<file path="src/rtl/apb_gpio_ng.sv">
// APB GPIO controller: synchronised/filtered inputs, atomic output updates, sticky W1C interrupts.
// Define APB_GPIO_DEBOUNCE_EN to build the per-pin debounce filter (DBEN/DBCNT registers).
module apb_gpio_ng #(
  parameter int unsigned APB_ADDR_WIDTH = 12,
  parameter int unsigned NUM_GPIO       = 32,
  parameter int unsigned DEBOUNCE_W     = 8
) (
  input  logic                      HCLK,
  input  logic                      HRESETn,
  input  logic [APB_ADDR_WIDTH-1:0] PADDR,
  input  logic [31:0]               PWDATA,
  input  logic                      PWRITE,
  input  logic                      PSEL,
  input  logic                      PENABLE,
  output logic [31:0]               PRDATA,
  output logic                      PREADY,
  output logic                      PSLVERR,
  input  logic [NUM_GPIO-1:0]       gpio_in,
  output logic [NUM_GPIO-1:0]       gpio_in_sync,
  output logic [NUM_GPIO-1:0]       gpio_out,
  output logic [NUM_GPIO-1:0]       gpio_dir,
  output logic                      interrupt
);

  localparam int unsigned N = NUM_GPIO;

  localparam logic [3:0] A_DIR   = 4'd0;
  localparam logic [3:0] A_IN    = 4'd1;
  localparam logic [3:0] A_OUT   = 4'd2;
  localparam logic [3:0] A_SET   = 4'd3;
  localparam logic [3:0] A_CLR   = 4'd4;
  localparam logic [3:0] A_TGL   = 4'd5;
  localparam logic [3:0] A_INTEN = 4'd6;
  localparam logic [3:0] A_TYPE0 = 4'd7;
  localparam logic [3:0] A_TYPE1 = 4'd8;
  localparam logic [3:0] A_STAT  = 4'd9;
  localparam logic [3:0] A_DBEN  = 4'd10;
  localparam logic [3:0] A_DBCNT = 4'd11;
  localparam logic [3:0] A_UNMAP = 4'd12;

  logic [3:0]            addr;
  logic                  wr_en;
  logic [N-1:0]          wdata;
  logic [N-1:0]          dir_q, out_q, inten_q, type0_q, type1_q, status_q;
  logic [N-1:0]          sync0_q, sync1_q, filt_q, filt_d_q;
  logic [N-1:0]          event_c, w1c_c;
  logic [N-1:0]          dben_rd;
  logic [DEBOUNCE_W-1:0] dbcnt_rd;
  logic [31:0]           rdata_c;
  logic                  unused_ok;

  assign addr      = PADDR[5:2];
  assign wr_en     = PSEL & PENABLE & PWRITE;
  assign wdata     = PWDATA[N-1:0];
  assign unused_ok = ^{PADDR, PWDATA};

  // Control and output registers
  always_ff @(posedge HCLK or negedge HRESETn) begin
    if (!HRESETn) begin
      dir_q   <= '0;
      out_q   <= '0;
      inten_q <= '0;
      type0_q <= '0;
      type1_q <= '0;
    end else if (wr_en) begin
      case (addr)
        A_DIR:   dir_q   <= wdata;
        A_OUT:   out_q   <= wdata;
        A_SET:   out_q   <= out_q | wdata;
        A_CLR:   out_q   <= out_q & ~wdata;
        A_TGL:   out_q   <= out_q ^ wdata;
        A_INTEN: inten_q <= wdata;
        A_TYPE0: type0_q <= wdata;
        A_TYPE1: type1_q <= wdata;
        default: ;
      endcase
    end
  end

  // Two-flop synchroniser plus delayed filtered value for edge detection
  always_ff @(posedge HCLK or negedge HRESETn) begin
    if (!HRESETn) begin
      sync0_q  <= '0;
      sync1_q  <= '0;
      filt_d_q <= '0;
    end else begin
      sync0_q  <= gpio_in;
      sync1_q  <= sync0_q;
      filt_d_q <= filt_q;
    end
  end

`ifdef APB_GPIO_DEBOUNCE_EN
  logic [N-1:0]          dben_q;
  logic [DEBOUNCE_W-1:0] dbcnt_q;
  logic [DEBOUNCE_W-1:0] cnt_q [N];
  logic                  wr_dben, wr_dbcnt;

  assign wr_dben  = wr_en && (addr == A_DBEN);
  assign wr_dbcnt = wr_en && (addr == A_DBCNT);
  assign dben_rd  = dben_q;
  assign dbcnt_rd = dbcnt_q;

  always_ff @(posedge HCLK or negedge HRESETn) begin
    if (!HRESETn) begin
      dben_q  <= '0;
      dbcnt_q <= '0;
    end else begin
      if (wr_dben)  dben_q  <= wdata;
      if (wr_dbcnt) dbcnt_q <= PWDATA[DEBOUNCE_W-1:0];
    end
  end

  // A change is accepted only after DBCNT+1 consecutive differing samples
  always_ff @(posedge HCLK or negedge HRESETn) begin
    if (!HRESETn) begin
      filt_q <= '0;
      for (int i = 0; i < int'(N); i++) cnt_q[i] <= '0;
    end else begin
      for (int i = 0; i < int'(N); i++) begin
        if (!dben_q[i] || (sync1_q[i] == filt_q[i])) begin
          filt_q[i] <= sync1_q[i];
          cnt_q[i]  <= '0;
        end else if (cnt_q[i] == dbcnt_q) begin
          filt_q[i] <= sync1_q[i];
          cnt_q[i]  <= '0;
        end else begin
          cnt_q[i]  <= cnt_q[i] + DEBOUNCE_W'(1);
        end
        if (wr_dbcnt || (wr_dben && !wdata[i])) cnt_q[i] <= '0;
      end
    end
  end
`else
  assign dben_rd  = '0;
  assign dbcnt_rd = '0;

  always_ff @(posedge HCLK or negedge HRESETn) begin
    if (!HRESETn) filt_q <= '0;
    else          filt_q <= sync1_q;
  end
`endif

  // Per-pin event select: 00 level high, 01 level low, 10 rising, 11 falling
  always_comb begin
    event_c = (~type1_q & ~type0_q &  filt_q)
            | (~type1_q &  type0_q & ~filt_q)
            | ( type1_q & ~type0_q &  filt_q & ~filt_d_q)
            | ( type1_q &  type0_q & ~filt_q &  filt_d_q);
    w1c_c   = (wr_en && (addr == A_STAT)) ? wdata : '0;
  end

  // Sticky status: a new event beats a simultaneous W1C
  always_ff @(posedge HCLK or negedge HRESETn) begin
    if (!HRESETn) status_q <= '0;
    else          status_q <= (status_q & ~w1c_c) | (inten_q & event_c);
  end

  always_comb begin
    rdata_c = '0;
    if (PSEL) begin
      case (addr)
        A_DIR:   rdata_c = 32'(dir_q);
        A_IN:    rdata_c = 32'(filt_q);
        A_OUT:   rdata_c = 32'(out_q);
        A_INTEN: rdata_c = 32'(inten_q);
        A_TYPE0: rdata_c = 32'(type0_q);
        A_TYPE1: rdata_c = 32'(type1_q);
        A_STAT:  rdata_c = 32'(status_q);
        A_DBEN:  rdata_c = 32'(dben_rd);
        A_DBCNT: rdata_c = 32'(dbcnt_rd);
        default: rdata_c = '0;
      endcase
    end
  end

  assign PRDATA       = rdata_c;
  assign PREADY       = 1'b1;
  assign PSLVERR      = PSEL & PENABLE & (addr >= A_UNMAP);
  assign gpio_in_sync = filt_q;
  assign gpio_out     = out_q;
  assign gpio_dir     = dir_q;
  assign interrupt    = |status_q;

endmodule

</file>
<file path="config.mk">
export PLATFORM = sky130hd
export DESIGN_NAME = apb_gpio_ng
export DESIGN_NICKNAME = d
export VERILOG_FILES = /design/src/rtl/apb_gpio_ng.sv
export SDC_FILE = /design/constraint.sdc
export NUM_CORES = 1
export LEC_CHECK = 0
export BUFFER_PORTS_ARGS = -buffer_cell sky130_fd_sc_hd__buf_2
export CORE_UTILIZATION = 35
export DETAILED_ROUTE_END_ITERATION = 8
export PLACE_DENSITY = 0.61
export SYNTH_ARGS = -nofsm -noshare
export SYNTH_HDL_FRONTEND = slang
export SYNTH_SLANG_ARGS = --single-unit
</file>
<file path="constraint.sdc">
create_clock -name HCLK -period 3.4 [get_ports HCLK]
set_clock_uncertainty 0.1 [all_clocks]
set_input_delay 0.51 -clock HCLK [delete_from_list [all_inputs] [get_ports HCLK]]
set_output_delay 0.51 -clock HCLK [all_outputs]
set_load 0.05 [all_outputs]
</file>
; After elaboration in Yosys (flattened, before gate mapping)
; Index checks and enable logic that the tools add are counted.
[classes]
add_sub_neg = 0
mul = 0
div = 0
order_cmp = 1
n_eq_ne = 9
shift = 0
n_mux = 4
n_bitwise = 28
n_reduce_logical = 9
[op_table]
columns = cell, n
row1 = $and 32x32->32, 13
row2 = $pmux 32 s7, 1
row3 = $not 32->32, 6
row4 = $or 32x32->32, 5
row5 = $pmux 32 s4, 1
row6 = $mux 32, 2
row7 = $reduce_or 32->1, 1
row8 = $xor 32x32->32, 1
row9 = $eq 4x3->1 const B, 4
row10 = $reduce_and 2->1, 5
row11 = $eq 4x2->1 const B, 2
row12 = $eq 4x4->1 const B, 2
row13 = $eq 4x1->1 const B, 1
row14 = $ge 4x4->1 const B, 1
row15 = $logic_not 4->1, 1
row16 = $reduce_bool 4->1, 1
row17 = $and 1x1->1, 3
row18 = $logic_and 1x1->1, 1
[word_totals]
ff_bits = 320
latchBits = 0
ramBits = 0
romBits = 0
input_bits = 81
out_inout_bits = 131
mem_count = 0

; Logic depth before layout (Yosys ltp)
; Gate-level depths: netlist (run 1).
[logic_depth]
depth_word = 8
depth_mapped = 7
ltp_nobuf = 6

; Least setup slack after synthesis (run 1)
; OpenSTA, ideal clock, no wires.
[synth_path]
path_kind = input-to-output
start = input port PADDR[3]
end = output port PRDATA[23]
t_arrival_ns = 2.370
required_ns = 2.790
slack_ns = 0.420
cell_stages = 5
path_cell_list = buf_4 -> nor4b_4 -> clkbuf_1 -> a22oi_1 -> a31oi_1
[synth_between]
elab_chain_cells = 3
word_cells_on_any_way = 9
[synth_lines]
columns = item, line_no
row1 = "start, declared", 10  ; input logic [APB_ADDR_WIDTH-1:0] PADDR,
row2 = "$eq 4x4->1, or another cell as far along", 162  ; case (addr)
row3 = $pmux 32 s7 *, 162
row4 = $mux 32 *, 161  ; if (PSEL) begin
row5 = "end, declared", 15  ; output logic [31:0] PRDATA,
; Every way passes the cells marked *; elsewhere a longest branch is shown, timed or not.

; Worst setup path after layout (run 1)
[layout_path]
start = input port PADDR[3]
end = output port PRDATA[30]
; Same word-level chain as after synthesis.

==> impl_metrics.prom, run 1 <==
# TYPE chip_impl_metric gauge
chip_impl_metric{name="whs",unit="ns"} 0.175
chip_impl_metric{name="period_needed",unit="ns"} 3.07
chip_impl_info{name="crit_path_frequent_cell",value="buf_12"} 1
chip_impl_metric{name="setup_violations",unit=""} 0
chip_impl_metric{name="worstPathRequired",unit="ns"} 2.79
chip_impl_metric{name="vdd_ir_drop_max",unit="mV"} 0.326
chip_impl_metric{name="port_buffers",unit=""} 202
chip_impl_metric{name="grt.total_usage",unit="%"} 20.6
chip_impl_info{name="crit-reg2reg-launch",value="gpio_out[31]"} 1
chip_impl_info{name="setup.worst_path.start",value="PADDR[3]"} 1
chip_impl_metric{name="grt_pass1_wl",unit="µm"} 65000
chip_impl_metric{name="layout-drive-gt1-share",unit="%"} 29.0
chip_impl_metric{name="worstPathMaxFanout",unit=""} 24
chip_impl_metric{name="std_cell_rows",unit=""} 73
chip_impl_info{name="timing.critical_path.slowest_stage_cell",value="nor4_4"} 1
chip_impl_metric{name="yosysSeqAreaShare",unit="%"} 55.8
chip_impl_metric{name="detail_route.drc_violations",unit=""} 0
chip_impl_metric{name="synth_seq_cells",unit=""} 320
chip_impl_metric{name="regToRegSetupSlack",unit="ns"} 1.79
chip_impl_metric{name="synthArstFlopShare",unit="%"} 100
chip_impl_metric{name="clkLatencyLatePin",unit="ns"} 0.55
chip_impl_info{name="clk_root_buffer_cell",value="clkbuf_16"} 1
chip_impl_metric{name="maxCapViolations",unit=""} 0
chip_impl_metric{name="routed_length_per_placed_instance",unit="µm"} 21.9
chip_impl_metric{name="slew_headroom",unit="%"} 37.7
chip_impl_metric{name="ioPinCount",unit=""} 212
chip_impl_metric{name="x_dimension_of_the_die",unit="µm"} 204
chip_impl_metric{name="timing_max_transition_violations_final",unit=""} 0
chip_impl_info{name="critPathLaunchType",value="primary input"} 1
chip_impl_metric{name="globalRouteOverflowTotal",unit=""} 0
chip_impl_metric{name="syn-mean-instance-area",unit="µm²"} 12.8
chip_impl_metric{name="hpwlAfterDp",unit="µm"} 27600
chip_impl_metric{name="cts.reportedPaths.clkPinSlew",unit="ns"} 0.06
chip_impl_metric{name="number_of_antenna_violations_at_the_first_check_in_global_routing",unit=""} 3
chip_impl_metric{name="hold_viol_final",unit=""} 0
chip_impl_metric{name="initial_utilization",unit="%"} 35.8
chip_impl_metric{name="powerDensity",unit="nW/µm²"} 627
chip_impl_metric{name="post-route-period-util",unit="%"} 90.3
chip_impl_metric{name="final.setup.tns",unit="ns"} 0
chip_impl_info{name="path_cells",value="buf_2 > nor4_4 > buf_12 > a22o_1 > a221oi_1 > a31oi_1 > buf_12"} 1
chip_impl_metric{name="post_synth_edffs",unit=""} 0
chip_impl_metric{name="routed-via-count",unit=""} 10400
chip_impl_metric{name="drt_first_pass_iters",unit=""} 5
chip_impl_metric{name="cts_repair_resize_count",unit=""} 0
chip_impl_metric{name="finalNetCount",unit=""} 1514
chip_impl_metric{name="tritoncts_num_sinks",unit=""} 320
chip_impl_metric{name="timing.critical_path.slowest_cell_delay",unit="ns"} 0.58
chip_impl_metric{name="cts_hold_buf",unit=""} 33
chip_impl_metric{name="cts_max_path_buffers",unit=""} 3
chip_impl_metric{name="first_global_vias",unit=""} 10900
chip_impl_metric{name="die_y",unit="µm"} 204
chip_impl_metric{name="floorplan_core_area",unit="µm²"} 40100
chip_impl_info{name="rsz0062_at_grt",value="no"} 1
chip_impl_metric{name="power.static_leakage",unit="µW"} 0.00831
chip_impl_info{name="status",value="complete, no violations"} 1
chip_impl_metric{name="total_detailed_routing_wirelength",unit="µm"} 42100
chip_impl_metric{name="place_congestion",unit=""} 0.795
chip_impl_metric{name="max_slew.worst_pin.slew",unit="ns"} 0.935
chip_impl_metric{name="cp_data_arrival_time",unit="ns"} 2.46
chip_impl_metric{name="cts-buffers-inserted",unit=""} 37
chip_impl_metric{name="yosys_warnings",unit=""} 0
chip_impl_metric{name="cp.buffers_inverters",unit=""} 3
chip_impl_metric{name="area_growth_syn_to_layout",unit="%"} 24.0
chip_impl_info{name="synth-main-ff-cell",value="dfrtp_1"} 1
chip_impl_metric{name="first_iter_violations",unit=""} 613
chip_impl_metric{name="syn-num-nets",unit=""} 1267
chip_impl_info{name="holdCritPathClass",value="primary input to flip-flop"} 1
chip_impl_metric{name="htree_num_levels",unit=""} 2
chip_impl_metric{name="post_drt_via_cell_ratio",unit=""} 5.43
chip_impl_metric{name="cts_post_setup_buffers_inserted",unit=""} 0
chip_impl_metric{name="timing.fmax",unit="MHz"} 326
chip_impl_metric{name="detail-route-antenna-nets",unit=""} 0
chip_impl_metric{name="yosys.cell_types.count",unit=""} 44
chip_impl_metric{name="syn_inst",unit=""} 1122
chip_impl_info{name="critical-path-top-delay-family",value="buffers and inverters"} 1
chip_impl_info{name="critical_path.endpoint_type",value="primary output"} 1
chip_impl_metric{name="cell_area_after_synthesis",unit="µm²"} 14300
chip_impl_metric{name="grt_max_degree",unit=""} 80
chip_impl_info{name="worstSetupPathType",value="primary input to primary output"} 1
chip_impl_metric{name="fp.dieArea",unit="µm²"} 41800
chip_impl_info{name="tritoncts",value="yes"} 1
chip_impl_info{name="worst_min_delay_path_startpoint",value="PWDATA[18]"} 1
## through the flow
step | cell area [µm²] | power [µW] | util [%] | setup slack [ns] | std cells
5_1_grt | 17800 | 11700 | 44.4 | 0.243 | 1924
2_1_floorplan | 14300 | 6300 | - | 0.420 | 1122
3_5_place_dp | 16200 | 7110 | 40.4 | 0.339 | 1822
6_report | 17800 | 11200 | 44.4 | 0.331 | 1924
3_3_place_gp | 16200 | 7030 | 40.4 | 0.314 | 1822
4_1_cts | 17800 | 11300 | 44.3 | 0.272 | 1921
## layout by cell type, fill, tap and decap left out, types with 33 or more instances in the layout
| cell | synthesis | final |
|---|---|---|
| inv_1 | 65 | 65 |
| ha_1 | 64 | 64 |
| xor2_1 | 62 | 62 |
| dlygate4sd3_1 | 0 | 33 |
| dfrtp_1 | 320 | 320 |
| nand2_1 | 84 | 83 |
| buf_2 | 33 | 200 |
| clkbuf_16 | 0 | 39 |
| mux2_1 | 45 | 45 |
| mux2_2 | 83 | 83 |
| o22ai_1 | 33 | 33 |
| a22oi_1 | 47 | 47 |
## flip-flops by register name, indices dropped and copies added, names as in the netlist
signal and flops:
sync1_q 32, type1_q 32, status_q 32, sync0_q 32
gpio_out 32, filt_d_q 32, gpio_dir 32, type0_q 32
inten_q 32, gpio_in_sync 32
## where the power goes
part | switching, µW | internal [µW] | leakage, µW
clock | 1590 | 2490 | 0.000616
sequential | 566 | 4340 | 0.00388
combinational | 1430 | 747 | 0.00381
total | 3580 | 7570 | 0.00831
## worst register-to-register path, cell delays in order (launching register included)
cell	delay [ns]
dfrtp_1	0.41
inv_1	0.09
ha_1	0.28
mux2i_1	0.16
o22ai_1	0.11
o221ai_1	0.20
o21ai_0	0.14
## Yosys cell counts, types with 17 or more instances
cell / count / share of area [%]
xor2_1: 62 / 3.8
dfrtp_1: 320 / 56
a31oi_1: 32 / 1.4
ha_1: 64 / 5.6
o21ai_0: 20 / 0.70
mux2_1: 45 / 3.5
a22o_1: 18 / 1.1
o221ai_1: 32 / 2.0
mux2i_1: 32 / 2.2
buf_2: 33 / 1.2
a22oi_1: 47 / 2.5
clkbuf_1: 21 / 0.55
inv_1: 65 / 1.7
o22ai_1: 33 / 1.4
a221oi_1: 17 / 1.0
nand2_1: 84 / 2.2
a32o_1: 31 / 2.2
mux2_2: 83 / 6.5
## layer usage
layer | vias up | wire (µm) | global-route usage (%)
met3 | 85 | 2220 | 3.33
met4 | 0 | 1440 | 9.12
li1 | 4638 | - | -
met2 | 325 | 19800 | 32.7
met1 | 5393 | 18700 | 27.6
met5 | - | 0 | 0
## cell families (layout without fill, tap and decap cells)
| kind of cell | Yosys count | count (layout) | share of synthesized area (%) |
|---|---|---|---|
| flops | 320 | 320 | 55.8 |
| compound gates | 259 | 259 | 13.8 |
| mux | 160 | 160 | 12.3 |
| buf+inv | 135 | 409 | 4.29 |
| simple gates | 120 | 120 | 4.37 |
| fa+ha+maj | 64 | 64 | 5.58 |
| xor+xnor | 63 | 63 | 3.85 |
| other cells | 1 | 4 | 0.0261 |
## area by class of cell
cell class	count	area [µm²]
clock inverter	12	153
sequential	320	8010
tap	525	657
antenna	3	7.51
multi-input combinational	667	5790
clock buffer	54	1100
fill	3711	22300
timing repair buffer	277	1820
inverter	66	248
## path summary, 6_finish.rpt
check | endpoint | depth (start not counted)
max | PRDATA[30] | 7
min | type1_q[18] | 2
max reg2reg | gpio_out[31] | 6
min reg2reg | gpio_in_sync[20] | 0
max in group asynchronous | sync1_q[2] | 3
min in group asynchronous | sync0_q[9] | 2
(Power assumes the default switching activity.)
==> inputs of run 2 (changes only) <==
- CORE_UTILIZATION: 35 -> 54
- PLACE_DENSITY: 0.61 -> 0.84
- SLEW_MARGIN: unset -> 20
==> impl_metrics.prom, run 2 (synthesis results as in run 1) <==
# TYPE chip_impl_metric gauge
chip_impl_metric{name="final.setup.tns",unit="ns"} 0
chip_impl_metric{name="timing_max_transition_violations_final",unit=""} 0
chip_impl_metric{name="post_drt_via_cell_ratio",unit=""} 6.30
chip_impl_metric{name="placement.setup.worst_slack",unit="ns"} 0.417
chip_impl_metric{name="setup_violations",unit=""} 0
chip_impl_metric{name="routed_length_per_placed_instance",unit="µm"} 23.0
chip_impl_metric{name="power.static_leakage",unit="µW"} 0.00817
chip_impl_metric{name="first_global_vias",unit=""} 11000
chip_impl_metric{name="max_slew.worst_pin.slew",unit="ns"} 0.840
chip_impl_metric{name="maxCapViolations",unit=""} 0
chip_impl_metric{name="fp.dieArea",unit="µm²"} 27200
chip_impl_metric{name="htree_num_levels",unit=""} 2
chip_impl_metric{name="powerDensity",unit="nW/µm²"} 625
chip_impl_metric{name="cp_data_arrival_time",unit="ns"} 2.44
chip_impl_metric{name="finalNetCount",unit=""} 1499
chip_impl_metric{name="hpwlAfterDp",unit="µm"} 25500
chip_impl_metric{name="layout-drive-gt1-share",unit="%"} 28.7
chip_impl_metric{name="grt.total_usage",unit="%"} 29.3
chip_impl_metric{name="initial_utilization",unit="%"} 55.1
chip_impl_metric{name="std_cell_rows",unit=""} 59
chip_impl_info{name="critPathLaunchType",value="flip-flop"} 1
chip_impl_metric{name="worstPathRequired",unit="ns"} 2.79
chip_impl_metric{name="first_iter_violations",unit=""} 1182
chip_impl_metric{name="drt_first_pass_iters",unit=""} 6
chip_impl_info{name="holdCritPathClass",value="primary input to flip-flop"} 1
chip_impl_metric{name="floorplan_core_area",unit="µm²"} 26100
chip_impl_metric{name="cp.buffers_inverters",unit=""} 1
chip_impl_metric{name="cts.reportedPaths.clkPinSlew",unit="ns"} 0.06
chip_impl_info{name="mostFrequentLayoutCells",value="dfrtp_1 (320), buf_2 (200), nand2_1 (84)"} 1
chip_impl_metric{name="cts_max_path_buffers",unit=""} 3
chip_impl_info{name="critical-path-top-delay-family",value="simple AND/OR/NAND/NOR gates"} 1
chip_impl_info{name="layout.cells.most_common",value="dfrtp_1"} 1
chip_impl_metric{name="timing.fmax",unit="MHz"} 327
chip_impl_metric{name="number_of_antenna_violations_at_the_first_check_in_global_routing",unit=""} 4
chip_impl_metric{name="worstPathMaxFanout",unit=""} 3
chip_impl_metric{name="hold_viol_final",unit=""} 0
chip_impl_metric{name="period_needed",unit="ns"} 3.05
chip_impl_metric{name="total_detailed_routing_wirelength",unit="µm"} 39500
chip_impl_info{name="worstSetupPathType",value="flip-flop to primary output"} 1
chip_impl_info{name="clk_root_buffer_cell",value="clkbuf_16"} 1
chip_impl_metric{name="n_fill_cell",unit=""} 1909
chip_impl_info{name="path_cells",value="nor4_1 > nand4_1 > or2_2 > buf_2"} 1
chip_impl_metric{name="globalRouteOverflowTotal",unit=""} 0
chip_impl_metric{name="placed_cells",unit=""} 1632
chip_impl_metric{name="area_growth_syn_to_layout",unit="%"} 19.9
chip_impl_metric{name="post-route-period-util",unit="%"} 89.8
chip_impl_metric{name="tritoncts_num_sinks",unit=""} 320
chip_impl_info{name="tritoncts",value="yes"} 1
chip_impl_metric{name="total_power",unit="µW"} 10700
chip_impl_metric{name="stdcell_count",unit=""} 1714
chip_impl_metric{name="vdd_ir_drop_max",unit="mV"} 0.576
chip_impl_metric{name="timing.critical_path.slowest_cell_delay",unit="ns"} 0.61
chip_impl_metric{name="routed-via-count",unit=""} 10800
chip_impl_metric{name="detail_route.drc_violations",unit=""} 0
chip_impl_metric{name="detail-route-antenna-nets",unit=""} 0
chip_impl_metric{name="cts-buffers-inserted",unit=""} 34
chip_impl_metric{name="x_dimension_of_the_die",unit="µm"} 165
chip_impl_metric{name="place_congestion",unit=""} 0.864
chip_impl_info{name="rsz0062_at_grt",value="no"} 1
chip_impl_metric{name="grt_max_degree",unit=""} 78
chip_impl_metric{name="slew_headroom",unit="%"} 44.0
chip_impl_metric{name="cts_post_setup_buffers_inserted",unit=""} 0
chip_impl_info{name="critical_path.endpoint_type",value="primary output"} 1
chip_impl_metric{name="grt_pass1_wl",unit="µm"} 60400
chip_impl_info{name="status",value="complete, no violations"} 1
chip_impl_metric{name="ioPinCount",unit=""} 212
chip_impl_metric{name="die_y",unit="µm"} 165
chip_impl_info{name="timing.critical_path.slowest_stage_cell",value="nor4_1"} 1
chip_impl_metric{name="final_critical_path_setup_slack",unit="ns"} 0.346
chip_impl_metric{name="clkLatencyLatePin",unit="ns"} 0.51
chip_impl_metric{name="port_buffers",unit=""} 202
run 2: cell count changes in the layout (fill, tap and decap cells not counted), moves of 2 or more:
| cell | change |
|---|---|
| buf_12 | -5 |
| clkbuf_16 | -4 |
| buf_4 | +5 |
| dlygate4sd3_1 | -12 |
| inv_6 | -2 |
run 2: power breakdown:
part / total (µW) / switching (µW) / leakage, µW / internal, µW
Combinational: 2190 / 1450 / 0.00375 / 742
Sequential: 4910 / 568 / 0.00388 / 4340
Clock: 3650 / 1460 / 0.000542 / 2190
Total: 10700 / 3480 / 0.00817 / 7270
run 2: final timing paths:
check / from / slack (ns) / end / depth (start not counted)
min: gpio_in[9] / 0.01 / sync0_q[9] / 1
max in group asynchronous: HRESETn / 1.74 / filt_d_q[21] / 3
max: status_q[13] / 0.35 / interrupt / 4
min reg2reg: sync0_q[16] / 0.24 / sync1_q[16] / 0
max reg2reg: gpio_out[11] / 1.77 / gpio_out[11] / 6
min in group asynchronous: HRESETn / 0.45 / sync0_q[11] / 2
run 2: area by class of cell:
class                      count  area (µm²)  area share, %
antenna                        4        10.0         0.0582
clock buffer                  49         998           5.80
clock inverter                 8        93.8          0.545
inverter                      66         248           1.44
multi-input combinational    667        5790           33.7
sequential                   320        8010           46.5
tap                          335         419           2.44
timing repair buffer         265        1640           9.51
run 2: metrics by stage:
| stage | hold slack [ns] | cell area, µm² | utilization (%) |
|---|---|---|---|
| detailed placement | 0.235 | 15900 | 61.0 |
| global route | 0.00284 | 17200 | 66.0 |
| finish | 0.0125 | 17200 | 66.0 |
| global placement | 0.231 | 15900 | 61.0 |
| floorplan | 0.114 | 14300 | - |
| CTS | 0.000396 | 17200 | 66.0 |
run 2: timing repair:
item	in CTS	in global routing
hold buffers	21	0
gates resized for setup	0	0
endpoints found under the setup margin	0	0
hold endpoints to repair	86	0
run 2: layer usage:
layer / track usage, % / up-vias / wire, µm
met5: 0 / - / 0
met2: 47.9 / 580 / 19000
met4: 12.8 / 0 / 1440
met3: 5.42 / 121 / 3170
met1: 38.0 / 5488 / 15900
li1: - / 4612 / -
==> inputs of run 3 (changes only) <==
- CORE_ASPECT_RATIO: unset -> 1.1
- CTS_CLUSTER_DIAMETER: unset -> 80
- CTS_CLUSTER_SIZE: unset -> 40
==> impl_metrics.prom, run 3 (synthesis results as in run 1) <==
# TYPE chip_impl_metric gauge
chip_impl_info{name="mostFrequentLayoutCells",value="dfrtp_1 (320), buf_2 (201), nand2_1 (84)"} 1
chip_impl_metric{name="port_buffers",unit=""} 202
chip_impl_metric{name="grt_pass1_wl",unit="µm"} 58100
chip_impl_metric{name="post-route-period-util",unit="%"} 89.7
chip_impl_metric{name="cts-buffers-inserted",unit=""} 15
chip_impl_metric{name="std_cell_rows",unit=""} 62
chip_impl_info{name="clk_root_buffer_cell",value="clkbuf_16"} 1
chip_impl_metric{name="slew_headroom",unit="%"} 27.7
chip_impl_metric{name="finalNetCount",unit=""} 1489
chip_impl_info{name="reg2reg_to",value="gpio_out[2]"} 1
chip_impl_info{name="layout.cells.most_common",value="dfrtp_1"} 1
chip_impl_metric{name="number_of_antenna_violations_at_the_first_check_in_global_routing",unit=""} 1
chip_impl_metric{name="maxCapViolations",unit=""} 0
chip_impl_metric{name="setup_violations",unit=""} 0
chip_impl_metric{name="power.static_leakage",unit="µW"} 0.00793
chip_impl_metric{name="placement.setup.worst_slack",unit="ns"} 0.427
chip_impl_metric{name="grt.total_usage",unit="%"} 27.5
chip_impl_metric{name="first_global_vias",unit=""} 10800
chip_impl_info{name="timing.critical_path.slowest_stage_cell",value="buf_4"} 1
chip_impl_metric{name="grt_max_degree",unit=""} 91
chip_impl_metric{name="tritoncts_num_sinks",unit=""} 320
chip_impl_metric{name="initial_utilization",unit="%"} 54.9
chip_impl_metric{name="vdd_ir_drop_max",unit="mV"} 0.458
chip_impl_metric{name="place_congestion",unit=""} 0.835
chip_impl_metric{name="post_drt_via_cell_ratio",unit=""} 6.17
chip_impl_metric{name="fp.dieArea",unit="µm²"} 27200
chip_impl_metric{name="drt_first_pass_iters",unit=""} 6
chip_impl_metric{name="cts.reportedPaths.clkPinSlew",unit="ns"} 0.14
chip_impl_metric{name="powerDensity",unit="nW/µm²"} 564
chip_impl_metric{name="worstPathMaxFanout",unit=""} 24
chip_impl_info{name="critical-path-top-delay-family",value="buffers and inverters"} 1
chip_impl_metric{name="period_needed",unit="ns"} 3.05
chip_impl_metric{name="cts_post_setup_buffers_inserted",unit=""} 0
chip_impl_info{name="rsz0062_at_grt",value="no"} 1
chip_impl_metric{name="layout-drive-gt1-share",unit="%"} 27.2
chip_impl_metric{name="timing.critical_path.slowest_cell_delay",unit="ns"} 0.43
chip_impl_metric{name="stdcell_count",unit=""} 1706
chip_impl_info{name="holdCritPathClass",value="primary input to flip-flop"} 1
chip_impl_metric{name="regToRegSetupSlack",unit="ns"} 1.77
chip_impl_metric{name="routed-via-count",unit=""} 10500
chip_impl_metric{name="hpwlAfterDp",unit="µm"} 24500
chip_impl_metric{name="cts_max_path_buffers",unit=""} 3
chip_impl_metric{name="whs",unit="ns"} 0.182
chip_impl_metric{name="floorplan_core_area",unit="µm²"} 26100
chip_impl_metric{name="x_dimension_of_the_die",unit="µm"} 157
chip_impl_metric{name="die_y",unit="µm"} 173
chip_impl_info{name="path_cells",value="buf_2 > buf_4 > nor4b_4 > buf_4 > a22oi_1 > a31oi_1 > buf_2"} 1
chip_impl_metric{name="worst_r2r_path_depth",unit=""} 6
chip_impl_metric{name="final.setup.tns",unit="ns"} 0
chip_impl_metric{name="worstSetupPathDepth",unit=""} 7
chip_impl_metric{name="ioPinCount",unit=""} 212
chip_impl_metric{name="htree_num_levels",unit=""} 1
chip_impl_metric{name="max_slew.worst_pin.slew",unit="ns"} 1.08
chip_impl_metric{name="area_growth_syn_to_layout",unit="%"} 16.8
chip_impl_metric{name="final_critical_path_setup_slack",unit="ns"} 0.350
chip_impl_info{name="setup.worst_path.start",value="PADDR[4]"} 1
chip_impl_metric{name="detail_route.drc_violations",unit=""} 0
chip_impl_metric{name="timing_max_transition_violations_final",unit=""} 0
chip_impl_info{name="tritoncts",value="yes"} 1
chip_impl_info{name="worstSetupPathType",value="primary input to primary output"} 1
chip_impl_info{name="crit-reg2reg-launch",value="gpio_out[2]"} 1
chip_impl_metric{name="detail-route-antenna-nets",unit=""} 0
chip_impl_info{name="critPathLaunchType",value="primary input"} 1
chip_impl_metric{name="routed_length_per_placed_instance",unit="µm"} 21.8
chip_impl_info{name="critical_path.endpoint_type",value="primary output"} 1
chip_impl_metric{name="hold_viol_final",unit=""} 0
chip_impl_metric{name="total_detailed_routing_wirelength",unit="µm"} 37200
chip_impl_metric{name="total_power",unit="µW"} 9460
chip_impl_metric{name="cp_data_arrival_time",unit="ns"} 2.44
chip_impl_metric{name="cp.buffers_inverters",unit=""} 4
chip_impl_metric{name="worstPathRequired",unit="ns"} 2.79
chip_impl_metric{name="timing.fmax",unit="MHz"} 328
chip_impl_metric{name="cts_repair_resize_count",unit=""} 0
chip_impl_info{name="status",value="complete, no violations"} 1
chip_impl_metric{name="globalRouteOverflowTotal",unit=""} 0
chip_impl_metric{name="first_iter_violations",unit=""} 1095
chip_impl_metric{name="clkLatencyLatePin",unit="ns"} 0.54
chip_impl_metric{name="placed_cells",unit=""} 1646
chip_impl_info{name="setup_crit_end",value="PRDATA[0]"} 1
-- run 3: metrics by stage --
step	utilization [%]	area, µm²
2_1_floorplan	-	14300
3_3_place_gp	60.6	15900
3_5_place_dp	60.6	15900
4_1_cts	64.0	16700
5_1_grt	64.1	16800
6_report	64.1	16800
-- run 3: final cells by class --
class	instances	area (µm²)
Inverter	66	248
Clock buffer	15	375
Clock inverter	11	195
Antenna cell	1	2.50
Multi-Input combinational cell	667	5790
Tap cell	352	440
Sequential cell	320	8010
Fill cell	1946	9390
Timing Repair Buffer	274	1690
-- run 3: worst min-delay path by stage --
stage | from | to | depth (start not counted)
2_1_floorplan | HRESETn | filt_d_q[0] | 0
3_3_place_gp | sync1_q[2] | gpio_in_sync[2] | 0
3_5_place_dp | sync1_q[0] | gpio_in_sync[0] | 0
4_1_cts | gpio_in[2] | sync0_q[2] | 1
5_1_grt | PWDATA[11] | type1_q[11] | 2
6_report | PWDATA[11] | type1_q[11] | 2
-- run 3: per-layer routing --
metal	share of wire, %	routed length [µm]	up-vias	global-route usage (%)
met5	0	0	-	0
met4	3.1	1170	0	11.5
met3	7.3	2730	95	4.69
met2	51	19100	512	46.3
met1	38	14300	5349	35.1
li1	-	-	4575	-
-- run 3: repair_timing --
item                                    CTS  global route
hold endpoints to repair                115             1
endpoints found under the setup margin    0             0
hold buffers                             32             1
-- run 3: power by group --
| group | internal [µW] | switching [µW] | total, µW |
|---|---|---|---|
| logic | 744 | 1430 | 2170 |
| registers | 4330 | 558 | 4880 |
| clock network | 958 | 1440 | 2400 |
-- run 3: worst register-to-register path, delay by kind of cell, from the launching register on --
| kind | cells | cell delay, ns |
|---|---|---|
| fa+ha+maj | 1 | 0.28 |
| buf+inv | 1 | 0.09 |
| mux | 1 | 0.15 |
| flops | 1 | 0.46 |
| compound gates | 3 | 0.41 |
